### config.mk
export PLATFORM = sky130hd
export DESIGN_NAME = spi_imu_reader
export DESIGN_NICKNAME = d
export VERILOG_FILES = /design/src/rtl/spi_pkg.sv /design/src/rtl/spi_clk_gen.sv /design/src/rtl/spi_imu_reader.sv
export SDC_FILE = /design/constraint.sdc
export NUM_CORES = 1
export LEC_CHECK = 0
export ABC_CLOCK_PERIOD_IN_PS = 1900
export CELL_PAD_IN_SITES_DETAIL_PLACEMENT = 1
export CELL_PAD_IN_SITES_GLOBAL_PLACEMENT = 2
export CORE_MARGIN = 8
export CORE_UTILIZATION = 29
export CTS_BUF_LIST = sky130_fd_sc_hd__clkbuf_16
export CTS_CLUSTER_DIAMETER = 80
export CTS_CLUSTER_SIZE = 10
export DETAILED_ROUTE_END_ITERATION = 7
export HOLD_SLACK_MARGIN = 0.1
export PLACE_DENSITY_LB_ADDON = 0.1
export RECOVER_POWER = 100
export SLEW_MARGIN = 20
export SYNTH_ARGS = -nofsm -noshare
export SYNTH_HDL_FRONTEND = slang
export SYNTH_SLANG_ARGS = --single-unit
### constraint.sdc
create_clock -name clk -period 1.9 [get_ports clk]
set_input_delay 0.475 -clock clk [delete_from_list [all_inputs] [get_ports clk]]
set_output_delay 0.475 -clock clk [all_outputs]
set_load 0.005 [all_outputs]
### src/rtl/spi_pkg.sv
// Shared types and constants for the SPI IMU read engine: FSM states,
// IMU register addresses and the mode-3 SCLK idle level.
package spi_pkg;

  typedef enum logic [2:0] {
    ST_IDLE,
    ST_CS_SETUP,
    ST_SHIFT_ADDR,
    ST_SHIFT_DATA,
    ST_CS_HOLD,
    ST_CS_GAP
  } state_t;

  localparam logic [7:0] IMU_REG_ACCEL_X = 8'hA2;
  localparam logic [7:0] IMU_REG_ACCEL_Y = 8'hA4;
  localparam logic [7:0] IMU_REG_ACCEL_Z = 8'hA6;
  localparam logic [7:0] IMU_REG_GYRO_X  = 8'hA8;
  localparam logic [7:0] IMU_REG_GYRO_Y  = 8'hAA;
  localparam logic [7:0] IMU_REG_GYRO_Z  = 8'hAC;

  localparam logic SCLK_IDLE = 1'b1;

endpackage

### src/rtl/spi_clk_gen.sv
// SCLK phase divider: toggles sclk every CLK_DIV clk cycles while enabled,
// and parks sclk at its idle level with the phase cleared when disabled.
module spi_clk_gen
  import spi_pkg::*;
#(
  parameter int CLK_DIV = 4
) (
  input  logic clk,
  input  logic rst,
  input  logic en,
  output logic sclk,
  output logic fall_tick,
  output logic rise_tick
);

  localparam int PW = $clog2(CLK_DIV);
  localparam logic [PW-1:0] PH_LAST = PW'(CLK_DIV - 1);

  logic [PW-1:0] phase_q, phase_d;
  logic          sclk_q, sclk_d;
  logic          wrap;

  always_comb begin
    wrap    = (phase_q == PH_LAST);
    phase_d = '0;
    sclk_d  = SCLK_IDLE;
    if (en) begin
      phase_d = wrap ? '0 : phase_q + 1'b1;
      sclk_d  = wrap ? ~sclk_q : sclk_q;
    end
  end

  // Ticks announce the transition that the coming clk edge will make on sclk.
  assign fall_tick = en && wrap && sclk_q;
  assign rise_tick = en && wrap && !sclk_q;
  assign sclk      = sclk_q;

  always_ff @(posedge clk) begin
    if (rst) begin
      phase_q <= '0;
      sclk_q  <= SCLK_IDLE;
    end else begin
      phase_q <= phase_d;
      sclk_q  <= sclk_d;
    end
  end

endmodule

### src/rtl/spi_imu_reader.sv
// SPI mode-3 read engine: shifts out one address byte, reads back 0-2 data
// bytes little-endian. Define SPI_SIGN_EXTEND_EN to sign-extend 1-byte reads.
module spi_imu_reader
  import spi_pkg::*;
#(
  parameter int CLK_DIV = 4
) (
  input  logic        clk,
  input  logic        rst,
  input  logic        start,
  input  logic [7:0]  addr,
  input  logic [1:0]  rx_count,
  output logic        busy,
  output logic        byte_ack,
  output logic        done,
  output logic [15:0] data,
  output logic        sclk,
  output logic        mosi,
  input  logic        miso,
  output logic        cs_n
);

  localparam int PW = $clog2(CLK_DIV);
  localparam logic [PW-1:0] WAIT_LAST = PW'(CLK_DIV - 1);

  state_t        state_q, state_d;
  logic [7:0]    tx_sh_q, tx_sh_d;
  logic [6:0]    rx_sh_q, rx_sh_d;
  logic [1:0]    n_q, n_d;
  logic [4:0]    bit_cnt_q, bit_cnt_d;
  logic [PW-1:0] wait_q, wait_d;
  logic          last_q, last_d;
  logic          busy_q, busy_d;
  logic          byte_ack_q, byte_ack_d;
  logic          done_q, done_d;
  logic          cs_n_q, cs_n_d;
  logic          mosi_q, mosi_d;
  logic [15:0]   data_q, data_d;

  logic          clk_en, fall_tick, rise_tick, sclk_int, wait_wrap;
  logic [7:0]    rx_byte;

  function automatic logic [1:0] clamp_count(input logic [1:0] c);
    return (c == 2'd3) ? 2'd2 : c;
  endfunction

  // last_q stops the divider so sclk stays high through the final bit's high half.
  assign clk_en = (state_q == ST_CS_SETUP || state_q == ST_SHIFT_ADDR ||
                   state_q == ST_SHIFT_DATA) && !last_q;

  spi_clk_gen #(.CLK_DIV(CLK_DIV)) u_clk_gen (
    .clk      (clk),
    .rst      (rst),
    .en       (clk_en),
    .sclk     (sclk_int),
    .fall_tick(fall_tick),
    .rise_tick(rise_tick)
  );

  always_comb begin
    state_d    = state_q;
    tx_sh_d    = tx_sh_q;
    rx_sh_d    = rx_sh_q;
    n_d        = n_q;
    bit_cnt_d  = bit_cnt_q;
    wait_d     = '0;
    last_d     = last_q;
    busy_d     = busy_q;
    byte_ack_d = 1'b0;
    done_d     = 1'b0;
    cs_n_d     = cs_n_q;
    mosi_d     = mosi_q;
    data_d     = data_q;
    rx_byte    = {rx_sh_q, miso};
    wait_wrap  = (wait_q == WAIT_LAST);

    case (state_q)
      ST_IDLE: begin
        if (start) begin
          state_d   = ST_CS_SETUP;
          busy_d    = 1'b1;
          cs_n_d    = 1'b0;
          tx_sh_d   = addr;
          n_d       = clamp_count(rx_count);
          bit_cnt_d = '0;
          last_d    = 1'b0;
        end
      end
      ST_CS_SETUP: begin
        if (fall_tick) begin
          state_d = ST_SHIFT_ADDR;
          mosi_d  = tx_sh_q[7];
          tx_sh_d = {tx_sh_q[6:0], 1'b0};
        end
      end
      ST_SHIFT_ADDR, ST_SHIFT_DATA: begin
        if (last_q) begin
          wait_d = wait_q + 1'b1;
          if (wait_wrap) begin
            state_d = ST_CS_HOLD;
            wait_d  = '0;
          end
        end else if (fall_tick) begin
          // Address bits are exhausted by the data phase, so mosi reads back zeros.
          mosi_d  = tx_sh_q[7];
          tx_sh_d = {tx_sh_q[6:0], 1'b0};
        end else if (rise_tick) begin
          rx_sh_d   = rx_byte[6:0];
          bit_cnt_d = bit_cnt_q + 5'd1;
          if (state_q == ST_SHIFT_ADDR) begin
            if (bit_cnt_q == 5'd7) begin
              if (n_q == 2'd0) last_d = 1'b1;
              else             state_d = ST_SHIFT_DATA;
            end
          end else if (bit_cnt_q[2:0] == 3'd7) begin
            byte_ack_d = 1'b1;
            if (bit_cnt_q == 5'd15) begin
              data_d[7:0] = rx_byte;
              if (n_q == 2'd1) begin
                last_d = 1'b1;
`ifdef SPI_SIGN_EXTEND_EN
                data_d[15:8] = {8{rx_byte[7]}};
`else
                data_d[15:8] = 8'h00;
`endif
              end
            end else begin
              data_d[15:8] = rx_byte;
              last_d       = 1'b1;
            end
          end
        end
      end
      ST_CS_HOLD: begin
        wait_d = wait_q + 1'b1;
        if (wait_wrap) begin
          state_d = ST_CS_GAP;
          wait_d  = '0;
          cs_n_d  = 1'b1;
          done_d  = 1'b1;
          mosi_d  = 1'b0;
        end
      end
      ST_CS_GAP: begin
        wait_d = wait_q + 1'b1;
        if (wait_wrap) begin
          state_d = ST_IDLE;
          wait_d  = '0;
          busy_d  = 1'b0;
        end
      end
      default: state_d = ST_IDLE;
    endcase
  end

  always_ff @(posedge clk) begin
    if (rst) begin
      state_q    <= ST_IDLE;
      tx_sh_q    <= '0;
      rx_sh_q    <= '0;
      n_q        <= '0;
      bit_cnt_q  <= '0;
      wait_q     <= '0;
      last_q     <= 1'b0;
      busy_q     <= 1'b0;
      byte_ack_q <= 1'b0;
      done_q     <= 1'b0;
      cs_n_q     <= 1'b1;
      mosi_q     <= 1'b0;
      data_q     <= '0;
    end else begin
      state_q    <= state_d;
      tx_sh_q    <= tx_sh_d;
      rx_sh_q    <= rx_sh_d;
      n_q        <= n_d;
      bit_cnt_q  <= bit_cnt_d;
      wait_q     <= wait_d;
      last_q     <= last_d;
      busy_q     <= busy_d;
      byte_ack_q <= byte_ack_d;
      done_q     <= done_d;
      cs_n_q     <= cs_n_d;
      mosi_q     <= mosi_d;
      data_q     <= data_d;
    end
  end

  assign busy     = busy_q;
  assign byte_ack = byte_ack_q;
  assign done     = done_q;
  assign data     = data_q;
  assign sclk     = sclk_int;
  assign mosi     = mosi_q;
  assign cs_n     = cs_n_q;

endmodule

==> impl_metrics.py, run 1 <==
metrics = {
    "routing": {
        "postRouteWirelength_um": 6880,
        "detail_route.wl_per_cell_um": 16.3,
        "drt_iter0_markers": 76,
        "via_per_inst": 5.07,
        "ant_nets": 0,
        "drc": 0,
        "vias": 2133,
        "dr.pass1.iters": 6,
    },
    "logic_synthesis": {
        "yosysTopAreaCellShare_pct": 44.4,
        "yosysMostFrequentCell": "dfxtp_1",
        "syn-cell-area_um2": 2340,
        "synth_largest_area_cell": "dfxtp_1",
        "synthArstFlopShare_pct": 0,
        "yosys_warnings": 0,
        "ys_ff_latch": 52,
        "synth_nets": 288,
        "yosys-top-cells-count": "dfxtp_1 (52), a21oi_1 (35), nand2_1 (25), nand3_1 (18), o21ai_0 (14)",
        "syn_inst": 269,
        "synth_seq_area_share_pct": 44.4,
        "synth_edf_count": 0,
        "ys_types": 48,
        "synthTopCellsByArea": "dfxtp_1 (44%), a21oi_1 (7.5%), a211oi_1 (4.2%), nand2_1 (4.0%), nand3_1 (3.8%)",
        "avgSynthCellArea_um2": 8.71,
        "synth-main-ff-cell": "dfxtp_1",
    },
    "floorplan": {
        "die_w_um": 106,
        "die_h_um": 106,
        "dieArea_um2": 11200,
        "core_um2": 7770,
        "rows": 32,
        "start_util_pct": 30.2,
        "io-pin-count": 36,
    },
    "critical_path": {
        "path_class": "reg2reg",
        "critPathLaunchType": "register",
        "required_ps": 2070,
        "critPathArrivalTime_ps": 1980,
        "end_kind": "register",
        "critical_path.max_fanout": 17,
    },
    "cts": {
        "clk-insertion-delay-late_ps": 290,
        "htree_levels": 2,
        "root_buffer": "clkbuf_16",
        "clk_pin_slew_ps": 70,
        "clock_sinks": 52,
        "tritoncts": "built",
        "hold_buffers": 0,
        "postCtsSetupRepairBufs": 0,
        "cts_buffer_depth": 2,
        "cts_made_buffers": 5,
    },
    "grt": {
        "grt_max_degree": 24,
        "grt_pass1_wl_um": 11800,
        "grt_overflow": 0,
        "grt_usage_pct": 12.7,
        "grt_pass1_vias": 2286,
        "antenna_found_initial": 0,
    },
    "power": {
        "vdd_ir_drop_max_v": 0.000436,
        "p_leak_nw": 1.17,
        "p_per_area_nw_per_um2": 1020,
        "switching_share_pct": 32.8,
        "finalPower_mw": 3.21,
        "p_sw_mw": 1.05,
        "combPwrFrac_pct": 31.4,
        "p_int_mw": 2.15,
        "p_seq_share_pct": 40.3,
        "p_clk_share_pct": 28.3,
    },
    "timing": {
        "worst_pin_slew_ps": 445,
        "slew_headroom_pct": 70.3,
        "hold_viol": 0,
        "layout_min_cycle_time_ps": 1810,
        "post-route-period-util_pct": 95.3,
        "setup_ws_ps": 89.1,
        "finalClockSkew_ps": 4.58,
        "setup_tns_ps": 0,
        "max_freq_mhz": 552,
        "timing.hold.ws_ps": 436,
        "slew_viol_final": 0,
        "setup_viol_count_final": 0,
        "rsz0062_at_grt": "false",
    },
    "cells_and_area": {
        "instances_no_fill": 421,
        "drive_gt1_share_pct": 15.4,
        "fin_nets": 337,
        "n_antenna_cell": 0,
        "regArea_um2": 1040,
        "area_growth_pct": 33.9,
        "fin_util_pct": 40.4,
        "multi_input_area_um2": 1210,
        "fill_cells": 936,
        "fin_area_um2": 3140,
    },
    "place": {
        "io_buffers": 35,
        "hpwl_um": 4880,
        "gp_congestion": 0.706,
        "place_area_um2": 2960,
        "place_ws_ps": -405,
        "placed_cells": 412,
    },
    "flow_run": {
        "maxCapViolCount": 0,
    },
    "hold_path": {
        "min_path_type": "reg2reg",
    },
    "run_status": {
        "outcome": "complete, no violations",
    },
}
cell type report:
cell class	count	share of cell area (%)
multi-input combinational	193	38.5
sequential	52	33.3
timing repair buffer	62	19.0
tap	102	4.07
clock buffer	5	3.99
clock inverter	3	0.559
inverter	4	0.479
metal layers:
metal / vias up / wire length (µm) / global-route usage [%]
met1: 1022 / 3590 / 17.2
met2: 32 / 2940 / 19.9
met5: - / 0 / 0
met3: 6 / 289 / 3.17
met4: 0 / 55 / 2.71
li1: 1073 / - / -
worst max-delay path, cell delays in order (launching register included):
cell and delay [ps]:
dfxtp_2 340, ha_2 180, ha_1 150, inv_1 50
or4_4 540, buf_12 170, o21ai_0 160, a21oi_1 80
what timing repair did:
item                                    CTS  global route
resized for setup                         5            13
endpoints found under the hold margin     0             0
endpoints found under the setup margin   17            18
cloned                                    1             0
cells in the final DEF, fill, tap and decap left out, types with 4 or more instances in the layout:
cell type,netlist,routed
dlygate4sd3_1,0,21
buf_4,1,17
nand2_1,25,25
inv_1,4,4
a21oi_1,35,35
nor2_1,13,13
mux2i_1,7,7
buf_12,0,5
o21ai_0,14,11
a211oi_1,13,13
clkbuf_16,0,5
nand3_1,18,18
dfxtp_1,52,49
clkdlybuf4s50_1,0,12
nand2b_1,7,7
o21ai_1,6,10
sequential cells by signal (all words and copies together), names as in the netlist, 2 cells and up:
register	flops
data	16
tx_sh_q	8
rx_sh_q	7
bit_cnt_q	5
state_q	3
n_q	2
u_clk_gen.phase_q	2
wait_q	2
power by group through the flow:
stage	Sequential, mW	Combinational, mW	Clock [mW]
after floorplan	1.27	0.676	0
after CTS	1.29	1.04	0.928
final	1.29	1.01	0.906
after global routing	1.31	1.11	0.981
after global placement	1.31	0.977	0
after detailed placement	1.32	0.982	0
worst paths after layout:
kind                   startpoint                    to  slack [ps]  cells past startpoint
max                  bit_cnt_q[1]              data[11]          90                      7
min          u_clk_gen.phase_q[0]  u_clk_gen.phase_q[0]         440                      1
max reg2reg          bit_cnt_q[1]              data[11]          90                      7
min reg2reg  u_clk_gen.phase_q[0]  u_clk_gen.phase_q[0]         440                      1
cell families after synthesis:
kind of cell / after synthesis / share of synthesized area, %
compound gates: 84 / 21.6
fa+ha+maj: 5 / 2.67
buf+inv: 25 / 5.34
flops: 52 / 44.4
mux: 7 / 2.99
simple gates: 96 / 22.9
(Power assumes the default switching activity.)
==> run 2: changes to the inputs <==
--- a/config.mk
+++ b/config.mk
@@ -17,6 +17,7 @@
 export HOLD_SLACK_MARGIN = 0.1
 export PLACE_DENSITY_LB_ADDON = 0.1
 export RECOVER_POWER = 100
+export REMOVE_ABC_BUFFERS = 1
 export SLEW_MARGIN = 20
 export SYNTH_ARGS = -nofsm -noshare
 export SYNTH_HDL_FRONTEND = slang
==> run 2 against run 1 <==
  * Hold slack got worse by 7.2 ps
  * Sequential power about the same
  * Critical endpoint is now data[10]
  * Die area unchanged
  * Register-to-register slack is essentially flat
  * Sequential share of layout area fell by 0.60 points
  * Non-clock buffer count is 5 higher
  * Flip-flop and latch count is the same
==> impl_metrics.py, run 2 (synthesis results as in run 1) <==
metrics = {
    "run_status": {
        "outcome": "complete, no violations",
    },
    "routing": {
        "ant_nets": 0,
        "detail_route.wl_per_cell_um": 15.4,
        "top_layer": "met4",
        "met2_length_um": 3170,
        "dr.pass1.iters": 4,
        "drc": 0,
        "drt_iter0_markers": 38,
        "met1Wirelength_um": 3080,
        "dr_wl_met3_um": 251,
        "via_per_inst": 5.04,
        "vias": 2149,
        "postRouteWirelength_um": 6570,
    },
    "critical_path": {
        "cp_slowest_cell": "or4_4",
        "critPathLaunchType": "register",
        "critPathArrivalTime_ps": 1980,
        "required_ps": 2080,
        "path_class": "reg2reg",
        "critical_path.max_fanout": 17,
        "end_kind": "register",
        "cp_cell_sequence": "or3b_1, or4_4, buf_12, o21ai_0, a21oi_1",
        "crit_path_max_incr_delay_ps": 510,
    },
    "cells_and_area": {
        "fin_nets": 342,
        "fill_cells": 910,
        "drive_gt1_share_pct": 15.7,
        "largest_reg_flops": 16,
        "area_growth_pct": 36.2,
        "n_antenna_cell": 0,
        "final_common_cell": "dfxtp_1",
        "mostFrequentLayoutCells": "dfxtp_1 (50), a21oi_1 (35), clkdlybuf4s50_1 (26)",
        "fin_util_pct": 41.1,
    },
    "timing": {
        "setup_ws_ps": 90.4,
        "hold_viol": 0,
        "worst_pin_slew_ps": 490,
        "rsz0062_at_grt": "false",
        "max_freq_mhz": 553,
        "setup_viol_count_final": 0,
        "layout_min_cycle_time_ps": 1810,
        "post-route-period-util_pct": 95.2,
        "slew_viol_final": 0,
        "slew_headroom_pct": 67.3,
        "finalClockSkew_ps": 7.30,
    },
    "place": {
        "io_buffers": 35,
        "place_ws_ps": -418,
        "gp_congestion": 0.737,
        "hpwl_um": 4670,
    },
    "power": {
        "p_leak_nw": 1.15,
        "p_per_area_nw_per_um2": 1040,
        "vdd_ir_drop_max_v": 0.000427,
    },
    "cts": {
        "cts_buffer_depth": 2,
        "tritoncts": "built",
        "clk_pin_slew_ps": 70,
        "cts_made_buffers": 5,
        "clk-insertion-delay-late_ps": 290,
        "root_buffer": "clkbuf_16",
        "clock_sinks": 52,
        "htree_levels": 2,
    },
    "grt": {
        "grt_overflow": 0,
        "grt_max_degree": 26,
        "antenna_found_initial": 0,
        "grt_pass1_wl_um": 11200,
        "grt_usage_pct": 12.0,
        "grt_pass1_vias": 2298,
    },
    "floorplan": {
        "dieArea_um2": 11200,
        "start_util_pct": 30.2,
        "die_w_um": 106,
        "io-pin-count": 36,
        "rows": 32,
        "core_um2": 7770,
        "die_h_um": 106,
    },
    "flow_run": {
        "maxCapViolCount": 0,
    },
    "hold_path": {
        "min_path_type": "reg2reg",
    },
}
[run 2: changes by cell type in the layout (fill, tap and decap cells not counted), sizes merged]
cell           delta
clkdlybuf4s50    +14
dlygate4sd3      -14
buf               +4
bufinv            +1
clkbuf            +1
clkinv            -1
clkinvlp          +1
dlygate4sd2       +1
dlymetal6s2s      -1
inv               -1
[run 2: per-stage QoR]
stage / instance area (µm²) / cells / hold WS [ps] / TNS (ps) / power, mW
floorplan: 2230 / 248 / 398 / -2890 / 1.87
global placement: 2980 / 416 / 410 / -3930 / 2.28
detailed placement: 2980 / 416 / 415 / -4510 / 2.29
CTS: 3180 / 426 / 425 / 0 / 3.41
global route: 3190 / 426 / 459 / 0 / 3.51
finish: 3190 / 426 / 429 / 0 / 3.32
[run 2: layer usage]
metal	track usage, %	up-vias
met5	0	-
met3	2.80	7
li1	-	1090
met2	21.1	37
met1	13.9	1015
met4	3.62	0
[run 2: worst paths after layout]
check | start | endpoint | slack (ps) | depth (start not counted)
worst max-delay path | state_q[1] | data[10] | 90 | 5
worst min-delay path | u_clk_gen.phase_q[0] | u_clk_gen.phase_q[0] | 430 | 1
worst max register to register | state_q[1] | data[10] | 90 | 5
worst min register to register | u_clk_gen.phase_q[0] | u_clk_gen.phase_q[0] | 430 | 1
[run 2: layout make-up]
| class | count | area [µm²] | area share, % |
|---|---|---|---|
| repair buffers | 67 | 621 | 19.5 |
| flip-flops and latches | 52 | 1040 | 32.7 |
| inverters | 4 | 15.0 | 0.471 |
| clock buffers | 5 | 125 | 3.92 |
| multi-input cells | 193 | 1210 | 38.1 |
| clock inverters | 3 | 42.5 | 1.33 |
| well taps | 102 | 128 | 4.00 |
[run 2: repair_timing]
| action | CTS | global route |
|---|---|---|
| setup endpoints to repair | 14 | 19 |
| cloned | 1 | 0 |
| endpoints found under the hold margin | 0 | 0 |
| resized for setup | 6 | 16 |
| hold buffers | 0 | 0 |
| buffers inserted | 1 | 0 |
| pin swaps | 0 | 1 |
[run 2: where the power goes]
group	internal [mW]	total [mW]	switching, mW
registers	1.20	1.30	0.0935
logic	0.447	0.992	0.545
clock network	0.620	1.03	0.410
[run 2: worst max-delay path: cells and delay by family, from the launching register on]
kind / cells / cell delay (ps)
flip-flops: 1 / 370
AO/OA/AOI/OAI: 2 / 240
AND/OR/NAND/NOR: 2 / 910
buffers and inverters: 1 / 170
==> edit (config.mk and constraints of run 2) <==
The 6 states of `state_t` get a Gray code encoding in 3 bits.
--- a/src/rtl/spi_pkg.sv
+++ b/src/rtl/spi_pkg.sv
@@ -3,12 +3,12 @@
 package spi_pkg;
 
   typedef enum logic [2:0] {
-    ST_IDLE,
-    ST_CS_SETUP,
-    ST_SHIFT_ADDR,
-    ST_SHIFT_DATA,
-    ST_CS_HOLD,
-    ST_CS_GAP
+    ST_IDLE       = 3'b000,
+    ST_CS_SETUP   = 3'b001,
+    ST_SHIFT_ADDR = 3'b011,
+    ST_SHIFT_DATA = 3'b010,
+    ST_CS_HOLD    = 3'b110,
+    ST_CS_GAP     = 3'b111
   } state_t;
 
   localparam logic [7:0] IMU_REG_ACCEL_X = 8'hA2;
Function: same outputs for any inputs over 10 cycles, from zero or initial values and one cycle with rst high; not proved beyond that.
==> edit against run 2 <==
  * Register-to-register slack better by 0.06 ns
  * Area after synthesis down 1.7%
  * Die area is 1.4% lower
  * Sequential share of layout area rose by 1.4 points
  * Clock skew is 0.00096 ns higher
  * Sequential cell count stayed put
  * Worst setup slack improved by 0.020 ns
  * Wire length decreased by 13%
  * Cell area shrank 4.2%
  * Critical endpoint is now cs_n$_SDFFE_PP1P_
Power is not compared: it rests on default switching activity, and its combinational part moved more than twofold at a synthesized area within 25%.
==> edit: results <==
set metrics [dict create \
    hpwl_um 4261 \
    startpoint "start" \
    grtUsageMet3_pct 2.703 \
    postSynthCellCount 242 \
    timing.rr.end "data[13]$_SDFFE_PP0P_" \
    path_max_fanout 5 \
    met2WireLength_um 2597 \
    place_inst 388 \
    layout-drive-gt1-share_pct 12.24 \
    hold_ws_ns 0.4244 \
    endpoint "cs_n$_SDFFE_PP1P_" \
    nFillCells 881 \
    max_slew.worst_pin.slew_ns 0.5641 \
    gp_congestion 0.7018 \
    yosys-top-cells-count "dfxtp_1, nand2_1, nand2b_1" \
    critPathKind "primary input to flop" \
    worst-r2r-setup-slack_ns 0.15 \
    wl_per_cell_um 14.51 \
    route.met3.wl_um 194 \
    drt_first_iter_violations 52 \
    synth.area.top_cells "dfxtp_1, mux2i_1, nand2b_1" \
    cpPeakStageDelay_ns 0.49 \
    skew_ns 0.008253 \
    wirelength_um 5745 \
    wl_met1_um 2898 \
    grt_usage_pct 10.56 \
    cp_slowest_cell "clkdlybuf4s50_1" \
    dp_slack_ns -0.2323 \
    vias 1913 \
    grt_pass1_wl_um 9701 \
    antenna_found_initial 0 \
    cts_buffers 5 \
    nets 312 \
    ff2ff_path_depth 8 \
    min_period_over_period_pct 94.20 \
    ys_seq_area_share_pct 45.19 \
    met1_usage_pct 14.08 \
    grt_max_degree 24 \
    outcome "finished clean" \
    use_met2_pct 16.20 \
]
edit: where the power goes:
group | switching [mW] | internal [mW] | total (mW)
registers | 0.0436 | 1.14 | 1.19
clock network | 0.423 | 0.627 | 1.05
logic | 0.201 | 0.210 | 0.411
edit: timing repair:
action                     in CTS  in global routing
buffers inserted                0                  0
hold buffers                    0                  0
gates resized for setup         0                  3
setup endpoints to repair       0                  1
edit: layout make-up:
cell class	instances	area [um2]	area share, %
Multi-Input combinational cell	171	1170	38.29
Timing Repair Buffer	59	530.5	17.36
Tap cell	102	127.6	4.177
Clock inverter	3	46.29	1.515
Sequential cell	52	1041	34.07
Inverter	4	15.01	0.4914
Clock buffer	5	125.1	4.095
edit: cell families (layout without fill, tap and decap cells):
group                    Yosys count  in the layout  synth area share, %
AND/OR/NAND/NOR                   92             92                23.68
AO/OA/AOI/OAI                     55             55                16.62
flip-flops                        52             52                45.19
buffers and inverters             19             71                3.639
multiplexers                      17             17                7.387
adder cells (fa/ha/maj)            5              5                2.716
XOR/XNOR                           2              2               0.7606
